--- src/rtl/bist_pkg.sv ---
// Shared definitions for the BIST session sequencer: state encoding,
// PRPG variant select codes and default datapath widths.
package bist_pkg;

    localparam int unsigned DEF_PAT_W = 8;
    localparam int unsigned DEF_SIG_W = 8;
    localparam int unsigned DEF_CNT_W = 9;

    localparam logic [1:0] SEL_LFSR   = 2'd0;
    localparam logic [1:0] SEL_CFSR   = 2'd1;
    localparam logic [1:0] SEL_BSLFSR = 2'd2;

    typedef enum logic [2:0] {
        ST_IDLE    = 3'd0,
        ST_INIT    = 3'd1,
        ST_RUN     = 3'd2,
        ST_FLUSH   = 3'd3,
        ST_COMPARE = 3'd4,
        ST_DONE    = 3'd5
    } state_t;

    // Reserved select code falls back to the plain LFSR.
    function automatic logic [1:0] map_sel(input logic [1:0] sel);
        case (sel)
            SEL_CFSR:   return SEL_CFSR;
            SEL_BSLFSR: return SEL_BSLFSR;
            default:    return SEL_LFSR;
        endcase
    endfunction

endpackage

--- src/rtl/bist_pat_counter.sv ---
// Pattern counter for one BIST session.
// Ports:
//   clk, rst_n  clock and asynchronous active-low reset
//   clr         synchronous clear to zero (wins over en)
//   en          increment by one
//   limit       pattern count of the session (always >= 1 when used)
//   count       patterns applied so far
//   last_c      count == limit-1, i.e. the current cycle applies the final pattern
module bist_pat_counter
    import bist_pkg::*;
#(
    parameter int unsigned CNT_W = DEF_CNT_W
) (
    input  logic             clk,
    input  logic             rst_n,
    input  logic             clr,
    input  logic             en,
    input  logic [CNT_W-1:0] limit,
    output logic [CNT_W-1:0] count,
    output logic             last_c
);

    // Up-counter with clear.
    always_ff @(posedge clk or negedge rst_n) begin
        if (!rst_n) begin
            count <= '0;
        end else if (clr) begin
            count <= '0;
        end else if (en) begin
            count <= count + CNT_W'(1);
        end
    end

    // Terminal-count flag.
    assign last_c = (count == (limit - CNT_W'(1)));

endmodule

--- src/rtl/bist_sequencer.sv ---
// Sequences one BIST session: seed the PRPG, step it for the programmed
// number of patterns, compact CUT responses in the MISR (delayed by the CUT
// latency), then compare the signature against the golden value.
// Ports:
//   clk, reset          clock and asynchronous active-low reset
//   start, abort        session request / cancel
//   prpg_sel_in, seed_in, num_pat, golden_sig   session setup, captured on start
//   misr_sig            current MISR signature
//   prpg_sel, prpg_seed, prpg_load, prpg_en     PRPG control
//   test_mode           CUT input mux select (PRPG side)
//   misr_clr, misr_en   MISR control
//   pat_cnt             patterns applied so far
//   busy, done, pass    session status
module bist_sequencer
    import bist_pkg::*;
#(
    parameter int unsigned PAT_W   = DEF_PAT_W,
    parameter int unsigned SIG_W   = DEF_SIG_W,
    parameter int unsigned CNT_W   = DEF_CNT_W,
    parameter int unsigned CUT_LAT = 1
) (
    input  logic             clk,
    input  logic             reset,
    input  logic             start,
    input  logic             abort,
    input  logic [1:0]       prpg_sel_in,
    input  logic [PAT_W-1:0] seed_in,
    input  logic [CNT_W-1:0] num_pat,
    input  logic [SIG_W-1:0] golden_sig,
    input  logic [SIG_W-1:0] misr_sig,
    output logic [1:0]       prpg_sel,
    output logic [PAT_W-1:0] prpg_seed,
    output logic             prpg_load,
    output logic             prpg_en,
    output logic             test_mode,
    output logic             misr_clr,
    output logic             misr_en,
    output logic [CNT_W-1:0] pat_cnt,
    output logic             busy,
    output logic             done,
    output logic             pass
);

    localparam int unsigned LAT_W      = 3;
    localparam int unsigned FLUSH_LAST = (CUT_LAT > 0) ? CUT_LAT - 1 : 0;

    state_t             state;
    state_t             state_next;
    logic [CNT_W-1:0]   limit_q;
    logic [SIG_W-1:0]   golden_q;
    logic [LAT_W-1:0]   lat_cnt;
    logic [LAT_W-1:0]   flush_cnt;
    logic               lat_full_c;
    logic               accept_c;
    logic               cnt_clr_c;
    logic               cnt_en_c;
    logic               cnt_last_c;

    // Counts cycles since RUN entry, saturating at CUT_LAT: the first CUT
    // response reaches the MISR CUT_LAT cycles after the first pattern.
    assign lat_full_c = (lat_cnt == LAT_W'(CUT_LAT));

    bist_pat_counter #(
        .CNT_W (CNT_W)
    ) u_pat_counter (
        .clk    (clk),
        .rst_n  (reset),
        .clr    (cnt_clr_c),
        .en     (cnt_en_c),
        .limit  (limit_q),
        .count  (pat_cnt),
        .last_c (cnt_last_c)
    );

    // Next-state and state-decoded outputs.
    always_comb begin
        state_next = state;
        accept_c   = 1'b0;
        prpg_load  = 1'b0;
        prpg_en    = 1'b0;
        test_mode  = 1'b0;
        misr_clr   = 1'b0;
        misr_en    = 1'b0;
        busy       = 1'b0;
        done       = 1'b0;
        cnt_clr_c  = 1'b0;
        cnt_en_c   = 1'b0;

        case (state)
            ST_IDLE, ST_DONE: begin
                done = (state == ST_DONE);
                if (start) begin
                    if (abort) begin
                        state_next = ST_IDLE;
                    end else begin
                        accept_c   = 1'b1;
                        state_next = ST_INIT;
                    end
                end
            end
            ST_INIT: begin
                prpg_load  = 1'b1;
                misr_clr   = 1'b1;
                test_mode  = 1'b1;
                busy       = 1'b1;
                cnt_clr_c  = 1'b1;
                state_next = ST_RUN;
            end
            ST_RUN: begin
                prpg_en   = 1'b1;
                test_mode = 1'b1;
                busy      = 1'b1;
                cnt_en_c  = 1'b1;
                misr_en   = lat_full_c;
                if (cnt_last_c) begin
                    state_next = (CUT_LAT > 0) ? ST_FLUSH : ST_COMPARE;
                end
            end
            ST_FLUSH: begin
                test_mode = 1'b1;
                busy      = 1'b1;
                misr_en   = lat_full_c;
                if (flush_cnt == LAT_W'(FLUSH_LAST)) begin
                    state_next = ST_COMPARE;
                end
            end
            ST_COMPARE: begin
                busy       = 1'b1;
                state_next = ST_DONE;
            end
            default: begin
                state_next = ST_IDLE;
            end
        endcase

        // Abort overrides every transition of an active session.
        if (abort && busy) begin
            state_next = ST_IDLE;
        end
    end

    // State, captured setup, verdict and latency/flush counters.
    always_ff @(posedge clk or negedge reset) begin
        if (!reset) begin
            state     <= ST_IDLE;
            prpg_sel  <= '0;
            prpg_seed <= '0;
            limit_q   <= '0;
            golden_q  <= '0;
            pass      <= 1'b0;
            lat_cnt   <= '0;
            flush_cnt <= '0;
        end else begin
            state <= state_next;

            if (accept_c) begin
                prpg_sel  <= map_sel(prpg_sel_in);
                prpg_seed <= seed_in;
                limit_q   <= (num_pat == '0) ? CNT_W'(1) : num_pat;
                golden_q  <= golden_sig;
            end

            if (accept_c || state_next == ST_IDLE) begin
                pass <= 1'b0;
            end else if (state == ST_COMPARE) begin
                pass <= (misr_sig == golden_q);
            end

            if (state == ST_INIT) begin
                lat_cnt <= '0;
            end else if ((state == ST_RUN || state == ST_FLUSH) && !lat_full_c) begin
                lat_cnt <= lat_cnt + LAT_W'(1);
            end

            if (state == ST_FLUSH) begin
                flush_cnt <= flush_cnt + LAT_W'(1);
            end else begin
                flush_cnt <= '0;
            end
        end
    end

endmodule

--- config.mk ---
export PLATFORM = sky130hd
export DESIGN_NAME = bist_sequencer
export DESIGN_NICKNAME = d
export VERILOG_FILES = /design/src/rtl/bist_pkg.sv /design/src/rtl/bist_pat_counter.sv /design/src/rtl/bist_sequencer.sv
export SDC_FILE = /design/constraint.sdc
export NUM_CORES = 1
export LEC_CHECK = 0
export CORE_MARGIN = 2
export CORE_UTILIZATION = 52
export CTS_CLUSTER_DIAMETER = 80
export DETAILED_ROUTE_END_ITERATION = 10
export GPL_TIMING_DRIVEN = 0
export PLACE_DENSITY = 0.85
export RECOVER_POWER = 50
export SKIP_CTS_REPAIR_TIMING = 1
export SLEW_MARGIN = 20
export SYNTH_ARGS = -nofsm -noshare
export SYNTH_HDL_FRONTEND = slang
export SYNTH_SLANG_ARGS = --single-unit
--- constraint.sdc ---
create_clock -name clk -period 4.8 [get_ports clk]
set_input_delay 0.72 -clock clk [delete_from_list [all_inputs] [get_ports clk]]
set_output_delay 0.72 -clock clk [all_outputs]
set_load 0.01 [all_outputs]
==> qor.csv, run 1 <==
stage;metric;value;unit
sta;post-layout minimum cycle time;3.12;ns
power_and_ir_drop;Switch Pwr;0.395;mW
power_and_ir_drop;Seq pwr share;44.2;%
cells_and_area;nets@finish;345;
synthesis;Top FF cell, synth;dfrtp_1;
cells_and_area;most frequent cells in the layout;clkdlybuf4s50_1, dfrtp_1, mux2_4;
critical_path;R2R depth;5;
sta;RSZ-0062 raised after global routing;false;
route;drt initial violations;142;
cells_and_area;synthesis-to-finish area growth;31.8;%
synthesis;FFs w/ async S/R, synth;100;%
synthesis;largest family of logic cells by synthesized area;simple AND/OR/NAND/NOR gates;
synthesis;Netlist cell types;44;
die;IO Pins;66;
synthesis;Mapped Nets;272;
synthesis;mux cell area share after synthesis;14.1;%
grt;Global Route Usage Sum;21.7;%
power_and_ir_drop;Internal;0.873;mW
grt;layer with the highest usage;met2;
grt;largest net degree at the start of global routing;28;
sta;Clock Skew;0.00627;ns
hold_path;hold path start;flush_cnt[0]$_DFF_PN0_;
place;port bufs;65;
power_and_ir_drop;clock power share;18.5;%
critical_path;CP required;4.08;ns
hold_path;HP Class;reg2reg;
critical_path;FF-to-FF Start;state[2]$_DFF_PN0_;
clocking;CTS tree;built;
route;vias per cell;5.44;
synthesis;mean post-synth cell area;11.1;sq um
sta;Max-slew headroom;4.06;%
sta;period utilization;65.1;%
cells_and_area;Layout Utilization;70.5;%
sta;Final Hold Violating Endpoints;0;
sta;Post-Route Setup TNS;0;ns
synthesis;FF+latch count, synth;46;
place;Placed Cells;347;
clocking;CTS Buf Count;5;
route;vias;1920;
critical_path;CP arrival;2.40;ns
synthesis;sequential area share after synthesis;45.8;%
route;drt drc;0;
clocking;H-tree levels;2;
clocking;Root Driver;clkbuf_8;
clocking;clock sink count;46;
die;Core Box Area;4690;sq um
grt;antenna violations before repair;0;
power_and_ir_drop;Power Density;383;nW/um^2
power_and_ir_drop;maximum VDD drop;0.253;mV
critical_path;FF-to-FF setup slack;2.75;ns
critical_path;crit path launch type;flip-flop;
cells_and_area;Post-Layout Cell Count;353;
grt;Global Route met1 Usage;28.3;%
clocking;CTS max path bufs;2;
die;Row Count;25;
hold_path;Worst Hold Endpoint;flush_cnt[0]$_DFF_PN0_;
cells_and_area;number of fillers in the final layout;348;
power_and_ir_drop;cell leakage power;1.46;nW
critical_path;critical path class;reg2out;
clocking;clock-pin slew on the worst setup and hold paths;0.08;ns
synthesis;YS warnings;0;
synthesis;Adder-Cell Fraction of Synth Area;2.99;%
cells_and_area;Ant. Diodes;0;
route;Pre-Repair DR Iteration Count;4;
route;routed wire length per instance;14.6;microns
power_and_ir_drop;Design Power;1.27;mW
grt;first-pass GRT wire length;8980;microns
route;DRT antenna net count;0;
power_and_ir_drop;Comb pwr share;37.3;%
grt;GRT met2 Usage;35.0;%
grt;met3 Use GR;6.31;%
sta;fin. max-slew vios;0;
place;Placer Congestion;0.843;
run_status;outcome;finished clean;
clocking;clk_lat worst skew;0.30;ns
hold_path;hold depth;1;
grt;number of global-route vias before repair;1963;
die;die area;5400;sq um
synthesis;Synth Area in Compound Gates;8.52;%
cells_and_area;area of the multi-input gates;1260;sq um
synthesis;Post-Syn Area;2510;sq um
critical_path;FF-to-FF End;u_pat_counter.count[4]$_DFFE_PN0P_;
sta;endpoints failing setup;0;
route;DRT Wirelength;5140;microns
place;HPWL after DPL;4030;microns
power_and_ir_drop;switching share of power;31.1;%
die;Initial Utilization;53.5;%
synthesis;Post-synth EDFFs;0;
synthesis;Mapped Cells;227;
grt;total grt overflow;0;
die;Die Y;73.5;microns
cells_and_area;most common cell after layout, fill and taps aside;clkdlybuf4s50_1;
cells_and_area;layout cells sized above 1;13.0;%
synthesis;Synth Area in XOR/XNOR;9.07;%
synthesis;post-synthesis simple-gate area fraction;15.4;%
critical_path;Critical Path End Type;output port;
sta;Max Fclk;320;MHz
sta;Tightest Pin Transition;1.44;ns
die;Die Width;73.5;microns
cells_and_area;Sequential Area;1150;sq um
flow_run;Max Cap Viol;0;
critical_path;CP max FO;10;
## state kept, by name, indices dropped and copies added, names as in the netlist
signal               cells
u_pat_counter.count      9
prpg_seed                8
golden_q                 8
flush_cnt                3
limit_q                  9
state                    3
prpg_sel                 2
pass                     1
lat_cnt                  3
## routing by layer
| metal | routed length [microns] | up-vias |
|---|---|---|
| li1 | - | 941 |
| met1 | 2260 | 910 |
| met2 | 2470 | 61 |
| met3 | 345 | 8 |
| met4 | 64 | 0 |
| met5 | 0 | - |
## power by group through the flow
| stage | registers, mW | logic, mW | clock network, mW |
|---|---|---|---|
| global placement | 0.561 | 0.461 | 0 |
| floorplan | 0.563 | 0.291 | 0 |
| CTS | 0.561 | 0.481 | 0.237 |
| detailed placement | 0.566 | 0.478 | 0 |
| global route | 0.576 | 0.520 | 0.254 |
| finish | 0.560 | 0.473 | 0.234 |
## synth_stat cells (4+ instances only)
library cell / instances / area share [%]
dfrtp_1: 46 / 46
mux2_4: 22 / 13
xnor2_1: 19 / 6.6
nand2_1: 17 / 2.5
nor2_1: 15 / 2.2
o21ai_0: 14 / 2.8
inv_1: 7 / 1.0
nand3_1: 7 / 1.4
xor2_1: 7 / 2.4
ha_1: 6 / 3.0
a21oi_1: 5 / 1.0
and3_1: 4 / 1.0
buf_6: 4 / 1.8
nand2b_1: 4 / 1.0
nor2b_1: 4 / 1.0
or3_1: 4 / 1.0
## how the worst max path moves through the flow
stage,start,end,slack (ns),cells after the start
after floorplan,state[2]$_DFF_PN0_,prpg_load,2.58,3
after global placement,reset,flush_cnt[1]$_DFF_PN0_,1.77,1
after detailed placement,state[2]$_DFF_PN0_,prpg_load,1.94,4
after CTS,state[2]$_DFF_PN0_,prpg_load,1.63,4
after global routing,state[2]$_DFF_PN0_,prpg_load,1.45,4
final,state[2]$_DFF_PN0_,prpg_load,1.68,4
## per-stage QoR
step / cell area, sq um / hold slack, ns / setup slack (ns)
after global routing: 3310 / 0.502 / 1.45
after global placement: 3230 / 0.448 / 1.77
final: 3310 / 0.466 / 1.68
after detailed placement: 3240 / 0.460 / 1.94
after floorplan: 2510 / 0.424 / 2.58
after CTS: 3330 / 0.374 / 1.63
## kinds of logic (layout without fill, tap and decap cells)
kind of cell	count (synthesis)	after routing
adder cells (fa/ha/maj)	6	6
buffers and inverters	18	90
XOR/XNOR	26	26
multiplexers	24	24
AND/OR/NAND/NOR	74	74
flip-flops	46	46
AO/OA/AOI/OAI	33	33
## critical path, stage by stage, from the launching register on
cell and delay (ns):
dfrtp_1 0.40, clkbuf_1 0.22, nor3b_1 0.75, buf_4 0.22
clkdlybuf4s50_1 0.52
## area by class of cell
class / instances / share of cell area (%)
well taps: 54 / 2.04
flip-flops and latches: 46 / 34.8
clock buffers: 6 / 2.50
multi-input cells: 163 / 38.0
repair buffers: 66 / 19.6
plain buffers: 10 / 2.23
inverters: 8 / 0.907
No activity file was read; power rests on OpenSTA's default activity.
==> run 2, diff against run 1 <==
--- a/config.mk
+++ b/config.mk
@@ -6,11 +6,11 @@
 export NUM_CORES = 1
 export LEC_CHECK = 0
 export CORE_MARGIN = 2
-export CORE_UTILIZATION = 52
+export CORE_UTILIZATION = 49
 export CTS_CLUSTER_DIAMETER = 80
 export DETAILED_ROUTE_END_ITERATION = 10
 export GPL_TIMING_DRIVEN = 0
-export PLACE_DENSITY = 0.85
+export PLACE_DENSITY = 0.8
 export RECOVER_POWER = 50
 export SKIP_CTS_REPAIR_TIMING = 1
 export SLEW_MARGIN = 20
==> constraint.sdc (replaced) <==
create_clock -name clk -period 3.1 [get_ports clk]
set_input_delay 0.465 -clock clk [delete_from_list [all_inputs] [get_ports clk]]
set_output_delay 0.465 -clock clk [all_outputs]
set_load 0.01 [all_outputs]
==> run 2 against run 1 <==
First-iteration DRC count fell by 18%. Global-route usage fell by 2.1 points. Critical endpoint unchanged. Die area up 5.8%. Non-clock buffer count unchanged. Critical path type unchanged. Via count down 0.63%. Setup slack got worse by 1.2 ns. Largest cell class unchanged. Critical path depth unchanged. Flip-flop and latch count is the same. Final cell count grew 5.1%. Clock skew shrank 0.00090 ns.
==> qor.csv, run 2 (synthesis gave the netlist of run 1 again) <==
stage;metric;value;unit
cells_and_area;Ant. Diodes;0;
clocking;CTS tree;built;
sta;Max-slew headroom;13.9;%
grt;total grt overflow;0;
die;Row Count;26;
die;Die Width;75.6;microns
sta;Max Fclk;382;MHz
hold_path;HP Class;in2async;
sta;post-route setup slack;0.485;ns
sta;Post-Route Setup TNS;0;ns
critical_path;FF-to-FF setup slack;1.15;ns
place;Setup WS pre-CTS;0.474;ns
cells_and_area;layout cells sized above 1;14.0;%
run_status;outcome;finished clean;
cells_and_area;Layout Utilization;67.8;%
sta;Clock Skew;0.00537;ns
critical_path;critical path class;reg2out;
sta;endpoints failing setup;0;
clocking;Root Driver;clkbuf_8;
cells_and_area;nets@finish;345;
cells_and_area;most frequent cells in the layout;clkdlybuf4s50_1, dfrtp_1, mux2_4;
power_and_ir_drop;maximum VDD drop;0.396;mV
power_and_ir_drop;Power Density;630;nW/um^2
sta;Final Hold Violating Endpoints;0;
route;drt initial violations;117;
power_and_ir_drop;cell leakage power;1.49;nW
critical_path;Critical Path End Type;output port;
cells_and_area;biggest regs;limit_q: 9 flops, u_pat_counter.count: 9 flops;
cells_and_area;Post-Layout Cell Count;371;
route;routed wire length per instance;13.5;microns
sta;Tightest Pin Transition;1.29;ns
critical_path;CP arrival;2.15;ns
route;drt drc;0;
critical_path;crit path launch type;flip-flop;
grt;first-pass GRT wire length;8570;microns
critical_path;CP required;2.63;ns
cells_and_area;synthesis-to-finish area growth;35.2;%
clocking;clock sink count;46;
place;port bufs;65;
route;DRT antenna net count;0;
route;vias;1908;
route;vias per cell;5.14;
die;Die Y;75.6;microns
grt;antenna violations before repair;0;
cells_and_area;number of fillers in the final layout;398;
sta;period utilization;84.4;%
place;Placed Cells;363;
route;Pre-Repair DR Iteration Count;4;
place;Placer Congestion;0.848;
critical_path;CP max FO;10;
grt;Global Route Usage Sum;19.6;%
cells_and_area;most common cell after layout, fill and taps aside;clkdlybuf4s50_1;
die;die area;5710;sq um
sta;fin. max-slew vios;0;
die;Initial Utilization;50.1;%
die;IO Pins;66;
clocking;CTS Buf Count;5;
cells_and_area;final instance area;3390;sq um
clocking;clk_lat worst skew;0.30;ns
clocking;clock-pin slew on the worst setup and hold paths;0.08;ns
clocking;H-tree levels;2;
place;HPWL after DPL;3810;microns
sta;RSZ-0062 raised after global routing;false;
die;Core Box Area;5010;sq um
grt;number of global-route vias before repair;1952;
flow_run;Max Cap Viol;0;
sta;post-layout minimum cycle time;2.62;ns
clocking;CTS max path bufs;2;
power_and_ir_drop;Design Power;2.14;mW
grt;largest net degree at the start of global routing;26;
sta;hold_ws;0.371;ns
route;DRT Wirelength;5020;microns
place;placed cell area;3270;sq um
run 2: cell count changes in the layout (fill, tap and decap cells not counted), sizes merged:
cell	previous run	this run
bufinv	0	2
clkdlybuf4s50	61	60
dlygate4sd3	3	4
run 2: final timing paths:
| check | from | to | cells past startpoint |
|---|---|---|---|
| max in group asynchronous | reset | state[2]$_DFF_PN0_ | 2 |
| min in group clk | flush_cnt[0]$_DFF_PN0_ | flush_cnt[0]$_DFF_PN0_ | 1 |
| max | state[2]$_DFF_PN0_ | prpg_load | 4 |
| max reg2reg | state[0]$_DFF_PN0_ | limit_q[2]$_DFFE_PN0P_ | 6 |
| min | reset | prpg_seed[7]$_DFFE_PN0P_ | 1 |
| min reg2reg | flush_cnt[0]$_DFF_PN0_ | flush_cnt[0]$_DFF_PN0_ | 1 |
run 2: worst max-delay path, cell delays in order (launching register included):
cell	delay [ns]
dfrtp_1	0.41
clkbuf_1	0.23
nor3b_2	0.50
buf_4	0.19
clkdlybuf4s50_1	0.52
run 2: layer usage:
metal / up-vias / share of wire, % / GRT usage, %
li1: 943 / - / -
met1: 908 / 48 / 25.7
met2: 51 / 46 / 31.6
met3: 6 / 5.7 / 5.82
met4: 0 / 1.1 / 5.65
met5: - / 0 / 0
run 2: area by class of cell:
| cell class | instances | area (sq um) | area share (%) |
|---|---|---|---|
| clock inverters | 2 | 60.1 | 1.77 |
| clock buffers | 6 | 82.6 | 2.43 |
| well taps | 70 | 87.6 | 2.58 |
| flip-flops and latches | 46 | 1150 | 33.9 |
| plain buffers | 10 | 73.8 | 2.17 |
| repair buffers | 66 | 648 | 19.1 |
| multi-input cells | 163 | 1260 | 37.2 |
| inverters | 8 | 30.0 | 0.885 |
run 2: power by group:
part	internal [mW]	switching (mW)	leakage, nW
clock network	0.344	0.198	0.0714
logic	0.440	0.289	0.840
registers	0.738	0.130	0.579
total	1.52	0.616	1.49
